### src/rtl/issue_select.sv
// Select/issue controller: tracks per-row FU/latency metadata and grants at most one
// ready row per functional unit each cycle using a per-FU round-robin pointer.
module issue_select #(
    parameter int                 NUM_ROWS    = 8,
    parameter int                 NUM_FUS     = 4,
    parameter int                 LAT_W       = 8,
    parameter logic [NUM_FUS-1:0] FU_BLOCKING = 4'b1000
) (
    input  logic                                 clk,
    input  logic                                 rst,
    input  logic [NUM_ROWS-1:0]                  request_vector,
    input  logic                                 alloc_en,
    input  logic [$clog2(NUM_ROWS)-1:0]          alloc_row,
    input  logic [$clog2(NUM_FUS)-1:0]           alloc_fu,
    input  logic [LAT_W-1:0]                     alloc_lat,
    input  logic [NUM_FUS-1:0]                   fu_stall,
    input  logic                                 flush,
    output logic [NUM_FUS-1:0]                   issue_valid,
    output logic [NUM_FUS*$clog2(NUM_ROWS)-1:0]  issue_row,
    output logic [NUM_ROWS-1:0]                  free_vector,
    output logic [NUM_FUS-1:0]                   fu_busy,
    output logic                                 alloc_err
);

    localparam int ROW_W = $clog2(NUM_ROWS);
    localparam int FU_W  = $clog2(NUM_FUS);

    logic [NUM_ROWS-1:0]        valid;
    logic [FU_W-1:0]            row_fu   [NUM_ROWS];
    logic [LAT_W-1:0]           row_lat  [NUM_ROWS];
    logic [ROW_W-1:0]           rr_ptr   [NUM_FUS];
    logic [LAT_W-1:0]           busy_cnt [NUM_FUS];

    logic [NUM_FUS-1:0]         grant_valid;
    logic [ROW_W-1:0]           grant_row [NUM_FUS];
    logic [NUM_ROWS-1:0]        grant_free;
    logic [NUM_FUS*ROW_W-1:0]   issue_row_next;
    logic [ROW_W-1:0]           cand;
    logic [31:0]                alloc_fu_ext;
    logic                       alloc_bad;

    always_comb begin
        for (int f = 0; f < NUM_FUS; f++) begin
            fu_busy[f] = (busy_cnt[f] != '0);
        end
    end

    // A write is dropped when it targets a live row (including one being granted now).
    assign alloc_fu_ext = 32'(alloc_fu);
    assign alloc_bad    = alloc_en && (valid[alloc_row] || (alloc_fu_ext >= 32'(NUM_FUS)));

    always_comb begin
        grant_valid = '0;
        grant_free  = '0;
        cand        = '0;
        for (int f = 0; f < NUM_FUS; f++) begin
            grant_row[f] = '0;
            for (int i = 0; i < NUM_ROWS; i++) begin
                cand = rr_ptr[f] + ROW_W'(i);
                if (!grant_valid[f] && request_vector[cand] && valid[cand] &&
                    (row_fu[cand] == FU_W'(f)) && !fu_stall[f] && !fu_busy[f]) begin
                    grant_valid[f] = 1'b1;
                    grant_row[f]   = cand;
                end
            end
            if (grant_valid[f]) begin
                grant_free[grant_row[f]] = 1'b1;
            end
        end
    end

    always_comb begin
        issue_row_next = '0;
        for (int f = 0; f < NUM_FUS; f++) begin
            issue_row_next[f*ROW_W +: ROW_W] = grant_row[f];
        end
    end

    always_ff @(posedge clk) begin
        if (!rst || flush) begin
            valid       <= '0;
            issue_valid <= '0;
            issue_row   <= '0;
            free_vector <= '0;
            alloc_err   <= 1'b0;
            for (int r = 0; r < NUM_ROWS; r++) begin
                row_fu[r]  <= '0;
                row_lat[r] <= '0;
            end
            for (int f = 0; f < NUM_FUS; f++) begin
                rr_ptr[f]   <= '0;
                busy_cnt[f] <= '0;
            end
        end else begin
            issue_valid <= grant_valid;
            issue_row   <= issue_row_next;
            free_vector <= grant_free;
            alloc_err   <= alloc_bad;

            for (int r = 0; r < NUM_ROWS; r++) begin
                if (grant_free[r]) begin
                    valid[r] <= 1'b0;
                end
            end
            if (alloc_en && !alloc_bad) begin
                valid[alloc_row]   <= 1'b1;
                row_fu[alloc_row]  <= alloc_fu;
                row_lat[alloc_row] <= alloc_lat;
            end

            // Loading lat-1 lets the next grant happen exactly lat cycles later.
            for (int f = 0; f < NUM_FUS; f++) begin
                if (grant_valid[f]) begin
                    rr_ptr[f] <= grant_row[f] + ROW_W'(1);
                end
                if (FU_BLOCKING[f] && grant_valid[f]) begin
                    if (row_lat[grant_row[f]] > LAT_W'(1)) begin
                        busy_cnt[f] <= row_lat[grant_row[f]] - LAT_W'(1);
                    end else begin
                        busy_cnt[f] <= '0;
                    end
                end else if (busy_cnt[f] != '0) begin
                    busy_cnt[f] <= busy_cnt[f] - LAT_W'(1);
                end
            end
        end
    end

endmodule

### config.mk
export PLATFORM = sky130hd
export DESIGN_NAME = issue_select
export DESIGN_NICKNAME = d
export VERILOG_FILES = /design/src/rtl/issue_select.sv
export SDC_FILE = /design/constraint.sdc
export NUM_CORES = 1
export LEC_CHECK = 0
export CORE_MARGIN = 2
export CORE_UTILIZATION = 50
export CTS_CLUSTER_SIZE = 24
export DETAILED_ROUTE_END_ITERATION = 12
export GPL_ROUTABILITY_DRIVEN = 0
export PLACE_DENSITY = 0.7
export SLEW_MARGIN = 10
export SYNTH_ARGS = -nofsm -noshare
export SYNTH_HDL_FRONTEND = slang
export SYNTH_SLANG_ARGS = --single-unit
export TNS_END_PERCENT = 1
### constraint.sdc
create_clock -name clk -period 4.7 [get_ports clk]
set_clock_uncertainty 0.2 [all_clocks]
set_input_delay 0.47 -clock clk [delete_from_list [all_inputs] [get_ports clk]]
set_output_delay 0.47 -clock clk [all_outputs]
set_load 0.01 [all_outputs]
# Word-level counts from Yosys, hierarchy flattened

Memories as Yosys holds them, arrays and structs flattened.
Index checks and enable logic that the tools add are counted.

Register bits: 33
Bits in writable memories: 124
Input port bits: 29
Output and inout bits: 29
Word-level logic and storage cells: 624
Memories: 4

Add/subtract/negate cells: 37
Magnitude comparators: 44
Equality and inequality tests: 24
Multiplexer cells: 279
Bitwise gates (word level): 14
Reduce and logical (&&, ||, !) cells: 217

Memories:

| name     | depth | width | rd ports | clocked after Yosys merged registers in | write ports | line | source |
|---|---|---|---|---|---|---|---|
| row_lat  | 8     | 8     | 1        | 0                                       | 8           | 30   | `logic [LAT_W-1:0] row_lat [NUM_ROWS];` |
| busy_cnt | 4     | 8     | 4        | 0                                       | 4           | 32   | `logic [LAT_W-1:0] busy_cnt [NUM_FUS];` |
| row_fu   | 8     | 2     | 32       | 0                                       | 8           | 29   | `logic [FU_W-1:0] row_fu [NUM_ROWS];` |
| rr_ptr   | 4     | 3     | 4        | 0                                       | 4           | 31   | `logic [ROW_W-1:0] rr_ptr [NUM_FUS];` |

Operators with widths:

| kind                                                                                 | number |
|---|---|
| 1-bit binary-select mux with 3-bit select                                            | 65 |
| 1-bit logical AND                                                                    | 163 |
| 1-bit 2-to-1 mux                                                                     | 158 |
| 3-bit by 4-bit less-than comparator with 1-bit output (second input constant)        | 37 |
| 3-bit 2-to-1 mux                                                                     | 38 |
| 8-bit 2-to-1 mux                                                                     | 12 |
| 3-bit adder (second input constant)                                                  | 16 |
| 8-bit by 1-bit subtractor with 8-bit output (second input constant)                  | 5 |
| 1-bit zero test                                                                      | 38 |
| 2-bit equality test (second input constant)                                          | 16 |
| 8-bit OR                                                                             | 4 |
| 8-bit nonzero test                                                                   | 4 |
| 3-bit by 1-bit adder with 3-bit output (second input constant)                       | 8 |
| 3-bit by 2-bit adder with 3-bit output (second input constant)                       | 8 |
| 2-bit by 1-bit equality test with 1-bit output (second input constant)               | 8 |
| 2-bit zero test                                                                      | 8 |
| 1-bit demux with 3-bit select                                                        | 5 |
| 3-bit by 1-bit greater-or-equal comparator with 1-bit output (second input constant) | 5 |
| 1-bit OR                                                                             | 10 |
| 8-bit by 1-bit greater-than comparator with 1-bit output (second input constant)     | 1 |
| 8-bit OR reduction                                                                   | 1 |
| 2-bit by 3-bit greater-or-equal comparator with 1-bit output (second input constant) | 1 |
| 1-bit logical OR                                                                     | 2 |
| 2-bit 2-to-1 mux                                                                     | 1 |
| 2-bit OR reduction                                                                   | 1 |

# Depth between registers and ports, before layout

An unclocked memory read counts as a cell.

Depth after elaboration: 72
Gate-level depth with buffers: 24
Gate-level depth less buffers: 19

# Least setup slack after synthesis

No wires, ideal clock.

Path kind: reg-to-reg
Start: memory rr_ptr[3][0] (netlist bit)
End: memory busy_cnt[3][2], data pin
Library setup time: 267 ps
Arrival time: 4703 ps
Data required time: 4233 ps
Slack: -470 ps
Cell stages (with the launch flop): 22
Buffers on the path: 4
Period minus slack after synthesis: 5170 ps
Cell sequence: edfxtp_1 inv_2 buf_2 ha_1 buf_6 mux2i_1 mux4_2 o32ai_4 a21oi_2 o32ai_1 buf_2 a21o_2 buf_4 mux2i_1 a211oi_1 or2_2 inv_1 ha_1 nor2_1 nor3_1 a41o_1 o22ai_1

RTL lines:

| element     | line |
|---|---|
| from (decl) | 31 |
| to (decl)   | 32 |

==> results.txt <==
----------------------------------------------------
[GRT]
  Number of antenna violations at the first check in global routing ... 0
  Maximum number of pins on one net before global-route repair ... 38
  First-pass GRT wire length ... slightly above 50 mm
  Global routing usage summed across all routing layers ... 0.274
  Number of global-route vias before repair ... slightly below 10k
  Residual overflow from global routing ... 0

[Finish]
  Final core occ ... 0.660
  N_diodes ... 0
  Final cell area excluding filler cells ... around 0.014 mm²
  Final Net Count ... approximately 1.4k
  Synthesis-to-layout area growth ... 30.0%
  Share of post-route cells with drive strength above 1 ... 0.278
  Number of fill cells ... 1672

[Route]
  Vias ... between 10k and 15k
  Routed Wire Length ... ~33 mm
  1st-iter DRT viols ... between 900 and 1k
  DRC Markers ... 0
  Via density per instance ... a little over 6
  Number of optimization iterations in the first detailed-route pass ... 8
  Remaining number of nets flagged by the antenna check after routing ... 0
  Wire per inst ... about 20 µm

[Setup path]
  Critical path endpoint category ... flop
  Length in cells of the worst reg-to-reg path ... 20
  Reg2reg setup slack ... -140 ps
  Worst EP required ... about 4700 ps
  Type of the setup path with the least slack ... in -> reg
  R2r endpoint ... busy_cnt[3][4]
  Worst-path fanout max ... 9
  Origin of the critical flop-to-flop path ... rr_ptr[3][0]
  Arrival time reported for the critical path endpoint ... 4820 ps
  Beginning of the critical path ... request_vector[6]
  Sort of element at the start of the critical path ... primary input

[Power]
  Total power after layout ... 4.92 mW
  Leak Pwr ... between 5 and 6 nW
  Power per cell area ... around 340 mW/mm²
  IR drop worst, VDD ... 0.000265 V

[Floorplanning]
  Chip Width ... between 150 and 200 µm
  Die height ... about 150 µm
  Core Footprint ... between 0.02 and 0.025 mm²
  Initial Utilization ... 0.508
  Area enclosed by the die boundary ... between 0.02 and 0.025 mm²
  Site row count ... 54
  Boundary Pins ... 58

[Logic synthesis]
  Yosys Warn Count ... 0
  Most common flop cell mapped by yosys ... edfxtp_1
  Number of instances in the synthesized netlist ... about 1.1k
  Total standard cell area after synthesis ... ~0.011 mm²
  Count of flip-flops with a built-in enable after synthesis ... approximately 120
  Synthesis-stage register bit count ... between 150 and 200
  Area share of the leading cell type in the synthesized netlist ... 0.336
  Top area cells in the synthesized netlist ... edfxtp_1 (34%), mux4_2 (6.9%), dfxtp_1 (6.0%)
  Commonest cells post-synth ... edfxtp_1 (124), nor2_1 (118), and2_1 (91)
  Nets in the synthesized netlist ... ~1.2k
  Yosys top cell by area ... edfxtp_1
  Synth Area per Inst ... around 10 µm²
  Synth unique cells ... just under 90
  Top-count cell post-synth ... edfxtp_1
  Sequential-to-total area share from yosys stat ... 0.396
  Share of synthesized flip-flops with an asynchronous set or reset ... 0

[Hold path]
  Class of the most critical hold timing path ... reg -> reg
  Min-Delay Path Depth ... 1
  Worst Hold Endpoint ... busy_cnt[1][0]
  Hold_sp ... busy_cnt[1][0]

[Clock tree]
  Clk slew on worst S/H paths ... approximately 80 ps
  CTS buffer count ... 17
  Clock Tree Buf Depth ... 2
  Number of levels in the clock H-tree ... 4
  Worst-Skew Late Latency ... between 400 and 500 ps
  Clock root cell ... clkbuf_16
  Hold bufs inserted after CTS ... 0
  CTS tree ... done
  Clock sink total ... roughly 160

[Status]
  Result of the run ... complete, but fails checks
  Violated checks ... negative setup slack

[Timing]
  Min Clock Period, post-route ... 4850 ps
  Setup repair after global routing missed its margin ... true
  Period utilisation layout ... 1.03
  Final setup violating endpoints ... 8
  Setup TNS ... -936 ps
  Least setup slack across all paths after layout ... -149 ps
  Transition time at the pin with the least slew margin ... about 890 ps
  Count of pins over their slew limit ... 0
  Headroom to the max-slew limit ... 0.406
  Final count of hold timing violations ... 0
  Peak Freq ... just over 0.2 GHz

[Placement]
  Placed inst area ... 0.0132 mm²
  Total half-perimeter wirelength after legalization and detailed placement ... ~23 mm
  Placement Setup Slack ... -521 ps
  Port Buffer Count ... 57

[Job]
  Max-cap check violation count ... 0

----------------------------------------------------
-- worst max path at each step --
stage	to	slack (ps)	cells after the start
after floorplan	busy_cnt[3][2]	-150	21
after global placement	busy_cnt[3][2]	-450	16
after detailed placement	busy_cnt[3][2]	-520	16
after CTS	busy_cnt[3][1]	-2	20
after global routing	busy_cnt[3][5]	-320	19
final	busy_cnt[3][4]	-150	18
-- registers in the layout, indices dropped and copies added (netlist names) --
| register | count |
|---|---|
| row_lat | 64 |
| busy_cnt | 32 |
| row_fu | 16 |
| issue_row | 12 |
| rr_ptr | 12 |
| free_vector | 8 |
| valid | 8 |
| issue_valid | 4 |
| alloc_err | 1 |
-- through the flow --
| step | hold slack (ps) | instances |
|---|---|---|
| global route | 427 | 1623 |
| floorplan | 295 | 1105 |
| finish | 393 | 1623 |
| CTS | 393 | 1603 |
| detailed placement | 382 | 1566 |
| global placement | 380 | 1566 |
-- cell families after synthesis --
group / Yosys count / synth area share
fa+ha+maj: 19 / 0.0214
xor+xnor: 37 / 0.0292
flops: 157 / 0.396
mux: 116 / 0.145
compound gates: 210 / 0.142
simple gates: 461 / 0.228
buf+inv: 105 / 0.0389
-- critical path, cell delays in order --
cell             delay [ps]
clkdlybuf4s50_1         540
nand4_1                 290
mux4_2                  580
mux2_2                  350
or4_1                   490
a31oi_2                 280
nor4_4                  100
buf_4                   150
buf_4                   180
a211oi_2                220
a211oi_2                 80
or2_4                   280
inv_2                    70
ha_4                    160
nor2_4                   50
nor3_2                  120
a41o_2                  270
o22ai_1                 100
-- cell usage in the layout (no fill, tap or decap), types with 9 or more instances in the layout --
| cell | count |
|---|---|
| o21ai_0 | 33 |
| inv_1 | 46 |
| xnor2_1 | 19 |
| buf_4 | 186 |
| nand3_1 | 22 |
| clkdlybuf4s50_1 | 57 |
| a211oi_1 | 9 |
| edfxtp_1 | 124 |
| dfxtp_1 | 33 |
| nor2_1 | 113 |
| mux2_2 | 15 |
| and2_1 | 91 |
| nand4_1 | 18 |
| clkbuf_16 | 17 |
| o22ai_1 | 18 |
| mux4_2 | 34 |
| nand2b_1 | 18 |
| nand4b_1 | 19 |
| xor2_1 | 17 |
| nor3_1 | 19 |
| nand2_1 | 75 |
| or2_2 | 9 |
| mux2i_1 | 64 |
| ha_1 | 16 |
| and4b_1 | 9 |
| a21oi_1 | 23 |
-- timing repair --
| action | 4_1_cts | 5_1_grt |
|---|---|---|
| endpoints found under the setup margin | 8 | 23 |
| cloned | 0 | 1 |
| buffers inserted | 5 | 19 |
| pin swaps | 14 | 30 |
| gates resized for setup | 27 | 47 |
-- cell type report --
| class | count | area (µm²) | area share |
|---|---|---|---|
| Multi-Input combinational cell | 843 | 6760 | 0.469 |
| Sequential cell | 157 | 4380 | 0.304 |
| Timing Repair Buffer | 254 | 2100 | 0.146 |
| Clock buffer | 17 | 425 | 0.0295 |
| Tap cell | 280 | 350 | 0.0243 |
| Inverter | 57 | 219 | 0.0152 |
| Clock inverter | 15 | 166 | 0.0115 |
-- routing by layer --
layer  GRT usage  wire, µm  part of all wire
met5           0         0                 0
met4      0.0966       822             0.025
met3      0.0604      2900             0.088
met2       0.439     15400              0.47
met1       0.370     13900              0.42
-- report_power, final --
part           internal, mW  switching, mW
registers              1.69          0.115
logic                 0.786          0.935
clock network         0.715          0.675
total                  3.19           1.73
Power figures use the tool's default switching activity.
